--- config.mk ---
export PLATFORM = sky130hd
export DESIGN_NAME = spi_command_master
export DESIGN_NICKNAME = d
export VERILOG_FILES = /design/src/rtl/micro_motor_pkg.sv /design/src/rtl/spi_tick_gen.sv /design/src/rtl/spi_command_master.sv
export SDC_FILE = /design/constraint.sdc
export NUM_CORES = 1
export LEC_CHECK = 0
export ABC_AREA = 1
export CAP_MARGIN = 10
export CORE_ASPECT_RATIO = 0.9
export CORE_UTILIZATION = 55
export CTS_CLUSTER_SIZE = 16
export DETAILED_ROUTE_END_ITERATION = 8
export GPL_ROUTABILITY_DRIVEN = 0
export PLACE_DENSITY = 0.92
export SLEW_MARGIN = 30
export SYNTH_ARGS = -nofsm -noshare
export SYNTH_HDL_FRONTEND = slang
export SYNTH_SLANG_ARGS = --single-unit
--- constraint.sdc ---
create_clock -name clock -period 4.2 [get_ports clock]
set_input_delay 0.63 -clock clock [delete_from_list [all_inputs] [get_ports clock]]
set_output_delay 0.63 -clock clock [all_outputs]
set_load 0.01 [all_outputs]
--- src/rtl/micro_motor_pkg.sv ---
// Shared definitions for the SPI command master: FSM encoding, frame width
// and default timing constants.
package micro_motor_pkg;

    localparam int FRAME_BITS           = 32;
    localparam int DEFAULT_CLK_DIV      = 2;
    localparam int DEFAULT_LATCH_CYCLES = 2;

    typedef enum logic [2:0] {
        IDLE,
        SETUP,
        SCLK_HI,
        SCLK_LO,
        HOLD,
        GAP,
        LATCH,
        TRIG
    } spi_state_t;

    // States during which the controller is selected (ss_n low).
    function automatic logic select_active(input spi_state_t s);
        return (s == SETUP) || (s == SCLK_HI) || (s == SCLK_LO) || (s == HOLD);
    endfunction

endpackage

--- src/rtl/spi_tick_gen.sv ---
// Half-period tick generator: counts 0..N-1 from each state entry and ticks on
// the terminal count, N being CLK_DIV or LATCH_CYCLES for the pulse states.
module spi_tick_gen
    import micro_motor_pkg::*;
#(
    parameter int CLK_DIV      = DEFAULT_CLK_DIV,
    parameter int LATCH_CYCLES = DEFAULT_LATCH_CYCLES
) (
    input  logic clock,
    input  logic reset,
    input  logic restart,
    input  logic long_period,
    output logic tick
);

    localparam int MAX_PERIOD = (CLK_DIV > LATCH_CYCLES) ? CLK_DIV : LATCH_CYCLES;
    localparam int CW         = (MAX_PERIOD > 1) ? $clog2(MAX_PERIOD) : 1;
    localparam logic [CW-1:0] DIV_LAST   = CW'(CLK_DIV - 1);
    localparam logic [CW-1:0] LATCH_LAST = CW'(LATCH_CYCLES - 1);

    logic [CW-1:0] count;

    assign tick = (count == (long_period ? LATCH_LAST : DIV_LAST));

    always_ff @(posedge clock) begin
        if (reset || restart || tick) begin
            count <= '0;
        end else begin
            count <= count + CW'(1);
        end
    end

endmodule

--- src/rtl/spi_command_master.sv ---
// Mode-0 SPI master that sends 32-bit command words to a motor controller,
// then pulses latch_data; also issues stand-alone control_trigger pulses.
module spi_command_master
    import micro_motor_pkg::*;
#(
    parameter int CLK_DIV      = DEFAULT_CLK_DIV,
    parameter int LATCH_CYCLES = DEFAULT_LATCH_CYCLES
) (
    input  logic        clock,
    input  logic        reset,
    input  logic [31:0] cmd_data_in,
    input  logic        cmd_valid,
    output logic        cmd_ready,
    input  logic        trigger_req,
    output logic        sclk,
    output logic        mosi,
    output logic        ss_n,
    input  logic        miso,
    output logic        latch_data,
    output logic        control_trigger,
    output logic [31:0] rx_data,
    output logic        rx_valid,
    output logic        busy
);

    localparam logic [4:0] LAST_BIT = 5'(FRAME_BITS - 1);

    spi_state_t            state;
    spi_state_t            next_state;
    logic [FRAME_BITS-1:0] tx_shift;
    logic [FRAME_BITS-1:0] rx_shift;
    logic [4:0]            bit_cnt;
    logic                  trigger_pending;
    logic                  tick;
    logic                  accept;
    logic                  entering;
    logic                  long_period;

    assign cmd_ready   = (state == IDLE) && !reset;
    assign accept      = cmd_valid && cmd_ready;
    assign busy        = (state != IDLE);
    assign entering    = (next_state != state);
    assign long_period = (state == LATCH) || (state == TRIG);

    spi_tick_gen #(
        .CLK_DIV      (CLK_DIV),
        .LATCH_CYCLES (LATCH_CYCLES)
    ) u_tick_gen (
        .clock       (clock),
        .reset       (reset),
        .restart     (entering),
        .long_period (long_period),
        .tick        (tick)
    );

    always_comb begin
        // NOTE: next_state gets a default before the case so no path leaves it
        // unassigned, which would otherwise infer a latch.
        next_state = state;
        case (state)
            IDLE: begin
                if (accept) begin
                    next_state = SETUP;
                end else if (trigger_pending) begin
                    next_state = TRIG;
                end
            end
            SETUP:   if (tick) next_state = SCLK_HI;
            SCLK_HI: if (tick) next_state = SCLK_LO;
            SCLK_LO: if (tick) next_state = (bit_cnt == 5'd0) ? HOLD : SCLK_HI;
            HOLD:    if (tick) next_state = GAP;
            GAP:     if (tick) next_state = LATCH;
            LATCH:   if (tick) next_state = IDLE;
            TRIG:    if (tick) next_state = IDLE;
            default: next_state = IDLE;
        endcase
    end

    // Outputs are decoded from next_state into flops so every pin is registered.
    always_ff @(posedge clock) begin
        if (reset) begin
            state           <= IDLE;
            sclk            <= 1'b0;
            mosi            <= 1'b0;
            ss_n            <= 1'b1;
            latch_data      <= 1'b0;
            control_trigger <= 1'b0;
            rx_valid        <= 1'b0;
            rx_data         <= '0;
            rx_shift        <= '0;
            tx_shift        <= '0;
            bit_cnt         <= '0;
            trigger_pending <= 1'b0;
        end else begin
            // NOTE: sequential state uses non-blocking assignments so every
            // flop samples pre-edge values regardless of statement order.
            state           <= next_state;
            sclk            <= (next_state == SCLK_HI);
            ss_n            <= !select_active(next_state);
            latch_data      <= (next_state == LATCH);
            control_trigger <= (next_state == TRIG);
            rx_valid        <= (next_state == GAP) && (state != GAP);
            trigger_pending <= trigger_req ||
                               (trigger_pending && !((next_state == TRIG) && (state != TRIG)));

            if (accept) begin
                tx_shift <= cmd_data_in;
                mosi     <= cmd_data_in[FRAME_BITS-1];
                bit_cnt  <= LAST_BIT;
                rx_shift <= '0;
            end

            if ((state == SCLK_HI) && (next_state == SCLK_LO)) begin
                tx_shift <= tx_shift << 1;
                mosi     <= tx_shift[FRAME_BITS-2];
            end

            if ((state == SCLK_LO) && (next_state == SCLK_HI)) begin
                bit_cnt <= bit_cnt - 5'd1;
            end

            if ((next_state == SCLK_HI) && (state != SCLK_HI)) begin
                rx_shift <= {rx_shift[FRAME_BITS-2:0], miso};
            end

            if ((next_state == GAP) && (state != GAP)) begin
                rx_data <= rx_shift;
            end
        end
    end

endmodule

# After elaboration in Yosys (flattened, before gate mapping)
# Cells that the tools add are included.
op_classes:
  add_sub_neg: 2
  mul: 0
  div_mod_pow: 0
  magnitude_cmp: 0
  n_eq_ne: 18
  shift: 0
  mux: 18
  n_bitwise: 0
  n_reduce_logical: 25
ops:
  columns: ["cell", "count"]
  rows:
  - ["$mux W32", 2]
  - ["$mux W31", 2]
  - ["$mux W3", 9]
  - ["$eq A3 B3 Y1 const B", 8]
  - ["$pmux W3 S7", 1]
  - ["$eq A3 B2 Y1 const B", 4]
  - ["$mux W5", 2]
  - ["$logic_and A1 B1 Y1", 8]
  - ["$eq A3 B1 Y1 const B", 2]
  - ["$logic_or A1 B1 Y1", 6]
  - ["$ne A3 B3 Y1 const B", 2]
  - ["$reduce_bool A2 Y1", 3]
  - ["$logic_not A5 Y1", 1]
  - ["$sub A5 B1 Y5 const B", 1]
  - ["$reduce_or A2 Y1", 2]
  - ["$logic_not A1 Y1", 3]
  - ["$logic_not A3 Y1", 1]
  - ["$ne A3 B2 Y1 const B", 1]
  - ["$ne A3 B3 Y1", 1]
  - ["$reduce_bool A3 Y1", 1]
  - ["$mux W1", 2]
  - ["$add A1 B1 Y1 const B", 1]
word_totals:
  regBits: 111
  latchBits: 0
  ram_bits: 0
  mem_bits_ro: 0
  input_bits: 37
  output_inout_bits: 40
  wordCells: 77
  n_memories: 0

# Depth between registers and ports, before layout
logic_depth:
  depth_word: 10
  depth_mapped: 14
  mapped_depth_nobuf: 13

# By module
# From an unflattened synthesis, not the netlist that was laid out.
unflattened:
  cells_unflattened: 551
  hier_area_um2: 4839.6
by_module_without_submodules:
  columns: ["mod", "instances", "cells_per_inst", "area_each_um2", "seq_area_each_um2"]
  rows:
  - ["spi_command_master", 1, 546, 4802.1, 2202.1]
  - ["spi_tick_gen", 1, 5, 37.5, 20.0]

# Least setup slack after synthesis
# Ideal clock, no wire load.
synth_timing:
  path_kind: "input port to flip-flop"
  startpoint: "in reset"
  endpoint: "reg rx_shift[15]"
  setup_time_ns: 0.071
  arrival_time_ns: 1.870
  required_time_ns: 4.129
  setup_slack_ns: 2.260
  stages: 10
  n_path_buf: 3
  path_cell_list: "buf_2 inv_2 nand4_4 nand2_1 nand3_2 nor2_4 buf_6 buf_6 nand3_1 a21oi_1"
synth_between:
  elab_chain_cells: 8
  word_cells_on_any_way: 9
  cone_classes: "1 x eq/ne; 3 x mux; 5 x reduce/logical"
synth_lines:
  columns: ["element", "line", "text"]
  rows:
  - ["start: declaration", "spi_command_master.sv:10", "input logic reset,"]
  - ["$logic_not A1 Y1", "spi_command_master.sv:39", "assign cmd_ready = (state == IDLE) && !reset;"]
  - ["$logic_and A1 B1 Y1", "spi_command_master.sv:39", null]
  - ["$logic_and A1 B1 Y1", "spi_command_master.sv:40", "assign accept = cmd_valid && cmd_ready;"]
  - ["$mux W3", "spi_command_master.sv:62", "if (accept) begin"]
  - ["$pmux W3 S7", "spi_command_master.sv:60", "case (state)"]
  - ["$eq A3 B2 Y1", "spi_command_master.sv:122", "if ((next_state == SCLK_HI) && (state != SCLK_HI)) begin"]
  - ["$logic_and A1 B1 Y1", "spi_command_master.sv:122", null]
  - ["$mux W32 or $reduce_bool A2 Y1 (tied branches)", null, null]
  - ["end signal: assignment", "spi_command_master.sv:123", "rx_shift <= {rx_shift[FRAME_BITS-2:0], miso};"]
  - ["end: declaration", "spi_command_master.sv:31", "logic [FRAME_BITS-1:0] rx_shift;"]
# Several ways; a longest one is shown, not always the timed one.
# A chain may end at the register's enable or synchronous reset.

# Worst setup path in the final report
layout_timing:
  startpoint: "in reset"
  endpoint: "reg bit_cnt[0]"
layout_between:
  elab_chain_cells: 8
  word_cells_on_any_way: 9
  cone_classes: "1 x eq/ne; 3 x mux; 5 x reduce/logical"
layout_lines:
  columns: ["element", "line", "text"]
  rows:
  - ["$logic_not A1 Y1", "spi_command_master.sv:39", null]
  - ["$logic_and A1 B1 Y1", "spi_command_master.sv:39", null]
  - ["$logic_and A1 B1 Y1", "spi_command_master.sv:40", null]
  - ["$mux W3", "spi_command_master.sv:62", null]
  - ["$pmux W3 S7", "spi_command_master.sv:60", null]
  - ["$eq A3 B2 Y1", "spi_command_master.sv:118", "if ((state == SCLK_LO) && (next_state == SCLK_HI)) begin"]
  - ["$logic_and A1 B1 Y1", "spi_command_master.sv:118", null]
  - ["$mux W5 or $reduce_bool A2 Y1 (tied branches)", null, null]
  - ["end signal: assignment", "spi_command_master.sv:119", "bit_cnt <= bit_cnt - 5'd1;"]
  - ["end: declaration", "spi_command_master.sv:32", "logic [4:0] bit_cnt;"]
# Several ways; a longest one is shown, not always the timed one.

==> results.yml <==
yosys:
  netlist_top_cells_area: "dfxtp_1 (51%), a21oi_1 (11%), nand3_1 (8.4%)"
  synth.top_cell.area_share_pct: 50.8
  synth-async-reset-ratio_pct: 0
  synth_common_cells: "dfxtp_1 (111), a21oi_1 (96), nand3_1 (73)"
  syn-cell-area_um2: 4380
  synthDistinctLibCells: 28
  ys_warn_count: 0
  avgSynthCellArea_um2: 8.09
  syn_inst: 541
  synth_flop_cell: "dfxtp_1"
  ys_seq_area_share_pct: 50.8
  ys_seq_elements: 111
  synth_edf_count: 0
  yosysMostFrequentCell: "dfxtp_1"
  yosysTopAreaCell: "dfxtp_1"
  syn_nets: 580
setup_path:
  r2r_cells: 9
  crit_top_cell: "nand2_1"
  crit_fanout: 42
  cpLargestDelayFamily: "simple AND/OR/NAND/NOR gates"
  cp-endpoint: "bit_cnt[0]$_SDFFE_PP0P_"
  worst_setup_path_start_kind: "primary input"
  crit_buf_inv: 2
  critPathLaunch: "reset"
  arrival_ns: 3.17
  critical_path_cell_count: 10
  crit_chain: "buf_2, inv_2, nand4_4, nand2_1, nand3_2, nor2_4, nand2_1, nand2_1, nor2_1, nor2_1"
  crit_type: "in -> reg"
  r2r_slack_ns: 1.71
  crit_required_ns: 4.51
  r2r-start: "state[0]$_SDFF_PP0_"
  r2r_end: "bit_cnt[0]$_SDFFE_PP0P_"
  critPathCaptureType: "flip-flop"
  cpPeakStageDelay_ns: 0.68
  cp_slowest_cell: "nor2_4"
timing:
  setup_viol: 0
  hold_viol: 0
  slew_violations: 0
  period_share_pct: 68.2
  rsz0062_at_grt: "false"
  finClkSkew_ns: 0.0119
  tns_ns: 0
  fmax_ghz: 0.349
  relSlewSlack_pct: 41.4
  tightest_slew_ns: 0.878
  timing.final.crit_period_ns: 2.87
power:
  p_int_uw: 1710
  irDropWorstVdd_mv: 0.419
  totalPowerFinal_uw: 2740
  pwr-share-comb_pct: 31.7
  swShare_pct: 37.4
  power.density_nw_per_um2: 515
  p_leak_uw: 0.00183
  switchingPower_uw: 1030
  p_clk_share_pct: 22.5
  power_frac_seq_pct: 45.7
routing:
  drc: 0
  drt-total-wl_um: 9620
  drt_iter0_drc: 258
  wl_per_cell_um: 13.8
  drtAntennaViolNets: 0
  routed_via_density: 5.74
  drt_pre_antenna_iters: 8
  vias: 3991
floorplan:
  ioPinCount: 77
  coreArea_um2: 7620
  placementRows: 30
  die-area_um2: 8320
  start_util_pct: 57.4
  die_height_um: 86.6
  die_w_um: 96.0
clock_network:
  cts_tree: "built"
  clk_latency_ns: 0.37
  cts.hold.buffers_added: 0
  numCtsBuffers: 9
  cts_resized: 0
  path_clk_slew_ns: 0.11
  cts-root-buf: "clkbuf_8"
  h-tree-depth: 3
  clock_path_buffers: 2
  cts_setup_buffers: 0
  clock_sinks: 111
grt:
  antenna_found_initial: 0
  first_global_vias: 3658
  grt_max_degree: 71
  overflow: 0
  grt_use_total_pct: 23.6
  grt_pass1_wl_um: 15700
cells_and_area:
  post-route-util_pct: 69.8
  drive_gt1_share_pct: 6.51
  antenna_cells: 0
  area_growth_pct: 21.5
  nets: 633
status:
  status: "finished, final reports clean"
placement:
  dp_hpwl_um: 6090
  io_buffers: 76
flow_run:
  cap_violations: 0
min_path:
  hp-class: "reg -> reg"
layout by cell type (no fill, tap or decap), types with 7 or more instances in the layout:
master             n
nand3_1           73
inv_1             44
buf_4              7
nor2_1            23
clkbuf_8           9
a22oi_1           31
clkdlybuf4s50_1   75
a21oi_1           96
o21ai_0           35
nand2_1           54
dfxtp_1          111
how the worst min path moves through the flow:
stage                     slack (ns)  cells past startpoint                       end                startpoint
after global placement          0.43                      2  rx_data[12]$_SDFFE_PP0P_  rx_data[12]$_SDFFE_PP0P_
after detailed placement        0.44                      2  rx_data[12]$_SDFFE_PP0P_  rx_data[12]$_SDFFE_PP0P_
final                           0.45                      2   rx_data[7]$_SDFFE_PP0P_   rx_data[7]$_SDFFE_PP0P_
after global routing            0.47                      2   rx_data[7]$_SDFFE_PP0P_   rx_data[7]$_SDFFE_PP0P_
after CTS                       0.45                      2  rx_data[12]$_SDFFE_PP0P_  rx_data[12]$_SDFFE_PP0P_
after floorplan                 0.44                      2  tx_shift[1]$_SDFFE_PP0P_  tx_shift[1]$_SDFFE_PP0P_
power groups by stage:
stage                     clock [uW]  sequential [uW]  combinational [uW]
final                            617             1250                 870
after global routing             674             1260                 956
after CTS                        629             1250                 864
after detailed placement           0             1280                 852
after global placement             0             1270                 820
after floorplan                    0             1280                 616
cell families (layout without fill, tap and decap cells):
| group | after synthesis | after routing | share of synthesized area [%] |
|---|---|---|---|
| flip-flops | 111 | 111 | 50.8 |
| adder cells (fa/ha/maj) | 2 | 2 | 0.572 |
| buffers and inverters | 89 | 147 | 8.41 |
| XOR/XNOR | 4 | 4 | 0.801 |
| AO/OA/AOI/OAI | 164 | 164 | 20.6 |
| AND/OR/NAND/NOR | 171 | 171 | 18.8 |
worst reg2reg max path, stage by stage (launching register included):
cell and delay [ns]:
dfxtp_1 0.41, nor2_4 0.18, nand4_4 0.26, nand2_1 0.29, nand3_2 0.17, nor2_4 0.68
nand2_1 0.11, nand2_1 0.17, nor2_1 0.07, nor2_1 0.09
per-stage QoR:
step / worst slack, ns / area, um2 / hold WS [ns] / std cells
after global routing: 1.15 / 5320 / 0.471 / 695
after floorplan: 2.26 / 4380 / 0.439 / 541
final: 1.33 / 5320 / 0.449 / 695
after detailed placement: 1.04 / 5120 / 0.436 / 679
after global placement: 1.21 / 5120 / 0.432 / 679
after CTS: 1.40 / 5320 / 0.454 / 695
state kept, by name (all words and copies together) (netlist names), 3 cells and up:
signal / count
rx_data: 32
rx_shift: 32
tx_shift: 31
bit_cnt: 5
state: 3
layout make-up:
| cell class | instances | area (um2) |
|---|---|---|
| repair buffers | 83 | 808 |
| clock inverters | 7 | 71.3 |
| inverters | 48 | 180 |
| fillers | 607 | 2300 |
| well taps | 96 | 120 |
| multi-input cells | 341 | 1790 |
| clock buffers | 9 | 124 |
| flip-flops and latches | 111 | 2220 |
per-layer routing:
| layer | vias to the layer above | track usage [%] | wire [um] |
|---|---|---|---|
| li1 | 1942 | - | - |
| met1 | 1861 | 28.7 | 3990 |
| met2 | 164 | 39.6 | 4820 |
| met3 | 24 | 6.93 | 617 |
| met4 | 0 | 8.55 | 188 |
| met5 | - | 0 | 0 |
Note: power is estimated with default switching activity, not from simulation.
